$ cat src/rtl/park_gate_ctrl.sv
// Parking-gate controller: two-part passcode entry, occupancy count, LED and 7-segment status.
// Defining PARK_LOCKOUT_EN builds the wrong-code LOCKOUT state; otherwise WRONG retries forever.
module park_gate_ctrl #(
    parameter int CAPACITY    = 9,
    parameter int CODE_W      = 2,
    parameter int PASS1       = 1,
    parameter int PASS2       = 2,
    parameter int WAIT_CYCLES = 4,
    parameter int MAX_TRIES   = 3,
    parameter int LOCK_CYCLES = 16,
    localparam int CNT_W      = $clog2(CAPACITY + 1)
) (
    input  logic              clock,
    input  logic              reset_n,
    input  logic              enter,
    input  logic              exit,
    input  logic              depart,
    input  logic [CODE_W-1:0] code1,
    input  logic [CODE_W-1:0] code2,
    output logic              GREEN_LED,
    output logic              RED_LED,
    output logic [6:0]        HEX_1,
    output logic [6:0]        HEX_2,
    output logic [CNT_W-1:0]  count,
    output logic              full,
    output logic              locked
);

    localparam int TMR_MAX = (WAIT_CYCLES > LOCK_CYCLES) ? WAIT_CYCLES : LOCK_CYCLES;
    localparam int TMR_W   = $clog2(TMR_MAX + 1);
    localparam int TRY_W   = $clog2(MAX_TRIES + 1);

    localparam logic [TMR_W-1:0] WAIT_LAST = TMR_W'(WAIT_CYCLES - 1);
    localparam logic [TRY_W-1:0] TRY_SAT   = {TRY_W{1'b1}};
    localparam logic [CNT_W-1:0] CAP_CNT   = CNT_W'(CAPACITY);

    localparam logic [6:0] SEG_BLANK = 7'b1111111;
    localparam logic [6:0] SEG_E     = 7'b0000110;
    localparam logic [6:0] SEG_N     = 7'b0101011;
    localparam logic [6:0] SEG_G     = 7'b1000010;
    localparam logic [6:0] SEG_O     = 7'b0100011;
    localparam logic [6:0] SEG_L     = 7'b1000111;

    typedef enum logic [2:0] {
        ST_IDLE  = 3'd0,
        ST_CODE  = 3'd1,
        ST_WRONG = 3'd2,
`ifdef PARK_LOCKOUT_EN
        ST_LOCK  = 3'd4,
`endif
        ST_ADMIT = 3'd3
    } state_t;

    function automatic logic [6:0] digit_seg(input logic [3:0] d);
        logic [6:0] s;
        case (d)
            4'd0:    s = 7'b1000000;
            4'd1:    s = 7'b1111001;
            4'd2:    s = 7'b0100100;
            4'd3:    s = 7'b0110000;
            4'd4:    s = 7'b0011001;
            4'd5:    s = 7'b0010010;
            4'd6:    s = 7'b0000010;
            4'd7:    s = 7'b1111000;
            4'd8:    s = 7'b0000000;
            4'd9:    s = 7'b0010000;
            default: s = SEG_BLANK;
        endcase
        return s;
    endfunction

    // Tens digit with a leading zero shown as blank.
    function automatic logic [6:0] tens_seg(input logic [6:0] v);
        logic [3:0] t;
        t = 4'(v / 7'd10);
        return (t == 4'd0) ? SEG_BLANK : digit_seg(t);
    endfunction

    function automatic logic [6:0] ones_seg(input logic [6:0] v);
        logic [3:0] o;
        o = 4'(v % 7'd10);
        return digit_seg(o);
    endfunction

    localparam logic [6:0] HEX1_RST = tens_seg(7'(CAPACITY));
    localparam logic [6:0] HEX2_RST = ones_seg(7'(CAPACITY));

    state_t             r_state;
    state_t             w_state_nxt;
    logic [TMR_W-1:0]   r_timer;
    logic [TMR_W-1:0]   w_timer_nxt;
    logic [TRY_W-1:0]   r_tries;
    logic [TRY_W-1:0]   w_tries_nxt;
    logic [TRY_W-1:0]   w_tries_inc;
    logic [CNT_W-1:0]   r_count;
    logic [CNT_W-1:0]   w_count_nxt;
    logic [6:0]         w_free_nxt;
    logic               w_inc;
    logic               w_dec;
    logic               w_match;
    logic               w_wait_done;
    logic               w_lock_now;
    logic               w_full_nxt;
    logic               r_green;
    logic               r_red;
    logic               r_full;
    logic               r_locked;
    logic [6:0]         r_hex1;
    logic [6:0]         r_hex2;
    logic               w_green_nxt;
    logic               w_red_nxt;
    logic               w_locked_nxt;
    logic [6:0]         w_hex1_nxt;
    logic [6:0]         w_hex2_nxt;

    assign w_match     = (code1 == CODE_W'(PASS1)) && (code2 == CODE_W'(PASS2));
    assign w_wait_done = (r_timer == WAIT_LAST);
    assign w_tries_inc = (r_tries == TRY_SAT) ? r_tries : r_tries + TRY_W'(1);
    assign w_inc       = (r_state == ST_ADMIT) && exit && (r_count != CAP_CNT);
    assign w_dec       = depart && (r_count != CNT_W'(0));
    assign w_count_nxt = r_count + CNT_W'(w_inc) - CNT_W'(w_dec);
    assign w_full_nxt  = (w_count_nxt == CAP_CNT);
    assign w_free_nxt  = 7'(CAPACITY) - 7'(w_count_nxt);

`ifdef PARK_LOCKOUT_EN
    assign w_lock_now  = (r_state == ST_WRONG) && (r_tries == TRY_W'(MAX_TRIES));
`else
    assign w_lock_now  = 1'b0;
`endif

    // Next-state, timer and tries-counter logic
    always_comb begin
        w_state_nxt = r_state;
        w_timer_nxt = r_timer;
        w_tries_nxt = r_tries;
        case (r_state)
            ST_IDLE: begin
                w_tries_nxt = TRY_W'(0);
                w_timer_nxt = TMR_W'(0);
                if (enter && !r_full) begin
                    w_state_nxt = ST_CODE;
                end else begin
                    w_state_nxt = ST_IDLE;
                end
            end
            ST_CODE, ST_WRONG: begin
                if (w_lock_now) begin
                    w_timer_nxt = TMR_W'(0);
`ifdef PARK_LOCKOUT_EN
                    w_state_nxt = ST_LOCK;
`endif
                end else if (w_wait_done) begin
                    w_timer_nxt = TMR_W'(0);
                    if (w_match) begin
                        w_state_nxt = ST_ADMIT;
                    end else begin
                        w_state_nxt = ST_WRONG;
                        w_tries_nxt = w_tries_inc;
                    end
                end else begin
                    w_timer_nxt = r_timer + TMR_W'(1);
                end
            end
            ST_ADMIT: begin
                w_tries_nxt = TRY_W'(0);
                w_timer_nxt = TMR_W'(0);
                if (!exit) begin
                    w_state_nxt = ST_ADMIT;
                end else if (enter && (w_count_nxt < CAP_CNT)) begin
                    w_state_nxt = ST_CODE;
                end else begin
                    w_state_nxt = ST_IDLE;
                end
            end
`ifdef PARK_LOCKOUT_EN
            ST_LOCK: begin
                if (r_timer == TMR_W'(LOCK_CYCLES - 1)) begin
                    w_state_nxt = ST_IDLE;
                    w_timer_nxt = TMR_W'(0);
                    w_tries_nxt = TRY_W'(0);
                end else begin
                    w_timer_nxt = r_timer + TMR_W'(1);
                end
            end
`endif
            default: begin
                w_state_nxt = ST_IDLE;
                w_timer_nxt = TMR_W'(0);
                w_tries_nxt = TRY_W'(0);
            end
        endcase
    end

    // Output decode of the upcoming state so the status registers track it exactly
    always_comb begin
        w_green_nxt  = 1'b0;
        w_red_nxt    = 1'b0;
        w_locked_nxt = 1'b0;
        w_hex1_nxt   = SEG_BLANK;
        w_hex2_nxt   = SEG_BLANK;
        case (w_state_nxt)
            ST_IDLE: begin
                w_red_nxt  = w_full_nxt;
                w_hex1_nxt = tens_seg(w_free_nxt);
                w_hex2_nxt = ones_seg(w_free_nxt);
            end
            ST_CODE: begin
                w_red_nxt  = 1'b1;
                w_hex1_nxt = SEG_E;
                w_hex2_nxt = SEG_N;
            end
            ST_WRONG: begin
                w_red_nxt  = (r_state == ST_WRONG) ? ~r_red : 1'b1;
                w_hex1_nxt = SEG_E;
                w_hex2_nxt = SEG_E;
            end
            ST_ADMIT: begin
                w_green_nxt = 1'b1;
                w_hex1_nxt  = SEG_G;
                w_hex2_nxt  = SEG_O;
            end
`ifdef PARK_LOCKOUT_EN
            ST_LOCK: begin
                w_red_nxt    = 1'b1;
                w_locked_nxt = 1'b1;
                w_hex1_nxt   = SEG_L;
                w_hex2_nxt   = SEG_L;
            end
`endif
            default: begin
                w_red_nxt  = 1'b1;
                w_hex1_nxt = SEG_BLANK;
                w_hex2_nxt = SEG_BLANK;
            end
        endcase
    end

    // Control state, timers and occupancy
    always_ff @(posedge clock or negedge reset_n) begin
        if (!reset_n) begin
            r_state <= ST_IDLE;
            r_timer <= TMR_W'(0);
            r_tries <= TRY_W'(0);
            r_count <= CNT_W'(0);
        end else begin
            r_state <= w_state_nxt;
            r_timer <= w_timer_nxt;
            r_tries <= w_tries_nxt;
            r_count <= w_count_nxt;
        end
    end

    // Registered status outputs
    always_ff @(posedge clock or negedge reset_n) begin
        if (!reset_n) begin
            r_green  <= 1'b0;
            r_red    <= 1'b0;
            r_full   <= 1'b0;
            r_locked <= 1'b0;
            r_hex1   <= HEX1_RST;
            r_hex2   <= HEX2_RST;
        end else begin
            r_green  <= w_green_nxt;
            r_red    <= w_red_nxt;
            r_full   <= w_full_nxt;
            r_locked <= w_locked_nxt;
            r_hex1   <= w_hex1_nxt;
            r_hex2   <= w_hex2_nxt;
        end
    end

    assign GREEN_LED = r_green;
    assign RED_LED   = r_red;
    assign HEX_1     = r_hex1;
    assign HEX_2     = r_hex2;
    assign count     = r_count;
    assign full      = r_full;
    assign locked    = r_locked;

endmodule

$ cat config.mk
export PLATFORM = sky130hd
export DESIGN_NAME = park_gate_ctrl
export DESIGN_NICKNAME = d
export VERILOG_FILES = /design/src/rtl/park_gate_ctrl.sv
export SDC_FILE = /design/constraint.sdc
export NUM_CORES = 1
export LEC_CHECK = 0
export ABC_CLOCK_PERIOD_IN_PS = 5500
export CAP_MARGIN = 20
export CORE_ASPECT_RATIO = 0.9
export CORE_MARGIN = 5
export CORE_UTILIZATION = 45
export CTS_CLUSTER_SIZE = 16
export DETAILED_ROUTE_END_ITERATION = 10
export GPL_TIMING_DRIVEN = 0
export HOLD_SLACK_MARGIN = 0.05
export PLACE_DENSITY = 0.72
export REMOVE_ABC_BUFFERS = 1
export SLEW_MARGIN = 20
export SYNTH_ARGS = -nofsm -noshare
export SYNTH_HDL_FRONTEND = slang
export SYNTH_SLANG_ARGS = --single-unit
$ cat constraint.sdc
create_clock -name clock -period 5.5 [get_ports clock]
set_clock_uncertainty 0.15 [all_clocks]
set_input_delay 0.825 -clock clock [delete_from_list [all_inputs] [get_ports clock]]
set_output_delay 0.825 -clock clock [all_outputs]
set_load 0.02 [all_outputs]
==> run summary <==
Synth Register Bits: 29
Largest stage delay on the critical path: 0.45 ns
GRT overflow: 0
DR WL/cell: 13.9 um
Initial core utilization: 47.7%
Critical Path Source Type: primary input
Synth async-reset ratio: 100%
R2r endpoint: HEX_2[5]
Die Height: 72.9 um
Grt met1 use: 20.2%
Worst Hold Path EP: r_timer[0]
Setup_tns: 0 ns
Post-route insts no fill: 307
Ordered cell list for the critical path: clkdlybuf4s50_1 > a21boi_1 > ha_1 > inv_1 > ha_1 > inv_1 > fa_2 > xor2_2 > ha_2 > ha_2 > or2_4 > and3_1 > xnor2_1 > ha_2 > nor2_1 > a31o_2 > o2bb2ai_4 > a2111oi_4 > nand2b_1 > a31o_1
Filler instances: 375
DP Wirelength: 3.00 mm
Number of global-route vias before repair: 1470
Relative slew slack: 45.6%
Core ar.: 4160 um^2
Hold path cells: 1
# clock sinks: 29
Largest driver fanout on the critical path: 10
Max-cap violations: 0
DRC errors left: 0
Setup slack, reg-to-reg: 0.40 ns
CTS tree: done
Initial DRC Count: 122
Worst path most repeated cell: ha_2
Later-pin clock latency in the skew report: 0.28 ns
GRT Total Usage: 15.5%
Largest net degree at the start of global routing: 30
Diodes inserted: 0
Die width: 79.9 um
Mapped cell area: 1980 um^2
Fin crit period: 5.33 ns
Share of cells above drive strength 1: 21.1%
GR peak layer: met2
Yosys synthesis warning count: 0
GRT met2 Usage: 24.4%
Post-DRT Antenna Nets: 0
Vias after detailed routing: 1600
Tcrit/Tclk final: 96.8%
Multi-input logic area: 1180 um^2
Max-slew violation count: 0
Critical path arrival: 5.34 ns
Slowest CP cell: clkdlybuf4s50_1
Met3 global-route usage: 2.96%
Cells on worst reg2reg path: 20
Port bufs: 29
Final setup fails: 0
Num CTS Buffers: 5
Final Hold Vio Count: 0
Final nets: 277
CP Class: primary input to register
H-tree depth: 2
R2R Path Start: r_state[2]
Dominant synthesized flop cell: dfrtp_1
Placer Congestion: 0.869
Post-synth cell types: 58
Die Area: 5830 um^2
Buf/Inv on CP: 3
Dpl cells: 287
Mean number of vias per cell: 5.21
Status: complete, no violations
Crit path max-delay family: adder cells
Reg clk slew, reported paths: 0.06 ns
Initial antenna violation count: 0
Register area: 736 um^2
Max Clk Rate: 188 MHz
Area Overhead vs Synth: 27.0%
Max clock buf depth: 2
Final WL: 4.26 mm
First-pass GRT wire length: 6.98 mm
EDFF count, synth: 0
Hold Crit Class: register to register
Seq/Total Area, Yosys: 37.1%
Hold WS: 0.312 ns
Worst endpoint required time: 5.52 ns
Critical path endpoint category: register
Hold wc startpoint: r_timer[0]
Drt pass-1 iters: 4
Slew @ Worst Pin: 0.808 ns
CTS Root Cell: clkbuf_8
Row count: 22
Post-Syn Area per Cell: 9.76 um^2
Post-Synthesis Cells: 203
# IOs: 31
==> kinds of logic after synthesis <==
family	synth area share (%)
and+or+nand+nor	19.0
AOI/OAI and AO/OA	17.3
DFF	37.1
buffers and inverters	5.24
adders and majority gates	14.3
xor gates and xnor gates	3.54
muxes	3.35
other	0.189
==> stage by stage <==
step	setup WS (ns)	instance area [um^2]	utilization, %
CTS	0.0388	2410	57.9
global route	-0.0346	2520	60.5
floorplan	0.409	1950	-
global placement	-0.479	2310	55.7
finish	0.175	2520	60.5
detailed placement	-0.550	2310	55.5
==> what timing repair did <==
item,in CTS,in global routing
endpoints found under the setup margin,6,8
hold buffers,0,0
setup buffers,2,10
pin swaps,2,5
gates resized for setup,1,8
==> sequential cells by signal, summed over array words and instances (netlist names) <==
name	cells
r_timer	5
HEX_2	7
full	1
r_state	3
HEX_1	7
GREEN_LED	1
RED_LED	1
count	4
==> final cells by class <==
| cell class | count | share of cell area (%) |
|---|---|---|
| multi-input combinational | 151 | 46.8 |
| sequential | 29 | 29.2 |
| timing repair buffer | 41 | 15.0 |
| tap | 60 | 2.98 |
| clock buffer | 6 | 2.88 |
| inverter | 18 | 2.69 |
| clock inverter | 2 | 0.398 |
==> cells in the mapped netlist (all sizes together) (2+ instances only) <==
library cell,number,area [um^2]
inv,18,67.6
mux2,2,26.3
a22oi,2,15.0
nand2,16,60.1
a21boi,2,15.0
buf,4,28.8
ha,21,263
nand3,8,40.0
nand2b,6,37.5
and2,2,12.5
nor2b,2,12.5
xnor2,4,35.0
o31ai,2,20.0
or2,2,12.5
o21ai,12,63.8
dfrtp,21,526
nor2,15,56.3
dfstp,8,210
nor4,2,12.5
clkbuf,2,7.51
nor3,8,51.3
a21oi,5,28.8
a211oi,5,47.5
a31o,3,26.3
xor2,4,35.0
mux2i,4,40.0
nand3b,2,15.0
and3,2,12.5
==> metal layers <==
| metal | part of all wire, % | up-vias |
|---|---|---|
| li1 | - | 797 |
| met1 | 45 | 771 |
| met2 | 50 | 24 |
| met3 | 2.8 | 8 |
| met4 | 2.2 | 0 |
| met5 | 0 | - |
==> worst max path at each step <==
stage | start | endpoint | slack [ns] | depth (start not counted)
after global routing | depart | HEX_2[5] | -0.03 | 20
after CTS | depart | HEX_2[5] | 0.04 | 21
after floorplan | depart | HEX_2[5] | 0.41 | 19
final | depart | HEX_2[5] | 0.17 | 20
after global placement | depart | HEX_2[5] | -0.48 | 20
after detailed placement | depart | HEX_2[5] | -0.55 | 20
==> layout by cell type (no fill, tap or decap), types with 3 or more instances in the layout <==
master            n
nand3_1           8
nor2_1           15
nor3_1            7
ha_2              3
inv_1            16
xnor2_1           4
a21oi_1           4
buf_4            12
clkdlybuf4s50_1  27
mux2i_1           4
xor2_1            3
nand2_1          16
o21ai_0          11
dfstp_2           8
clkbuf_8          5
dfrtp_1          21
nand2b_1          6
ha_1             18
a211oi_1          3
Power is left out: the tool's default activity adds up to more than one toggle a clock period on the data nets, which glitch-free logic cannot reach.
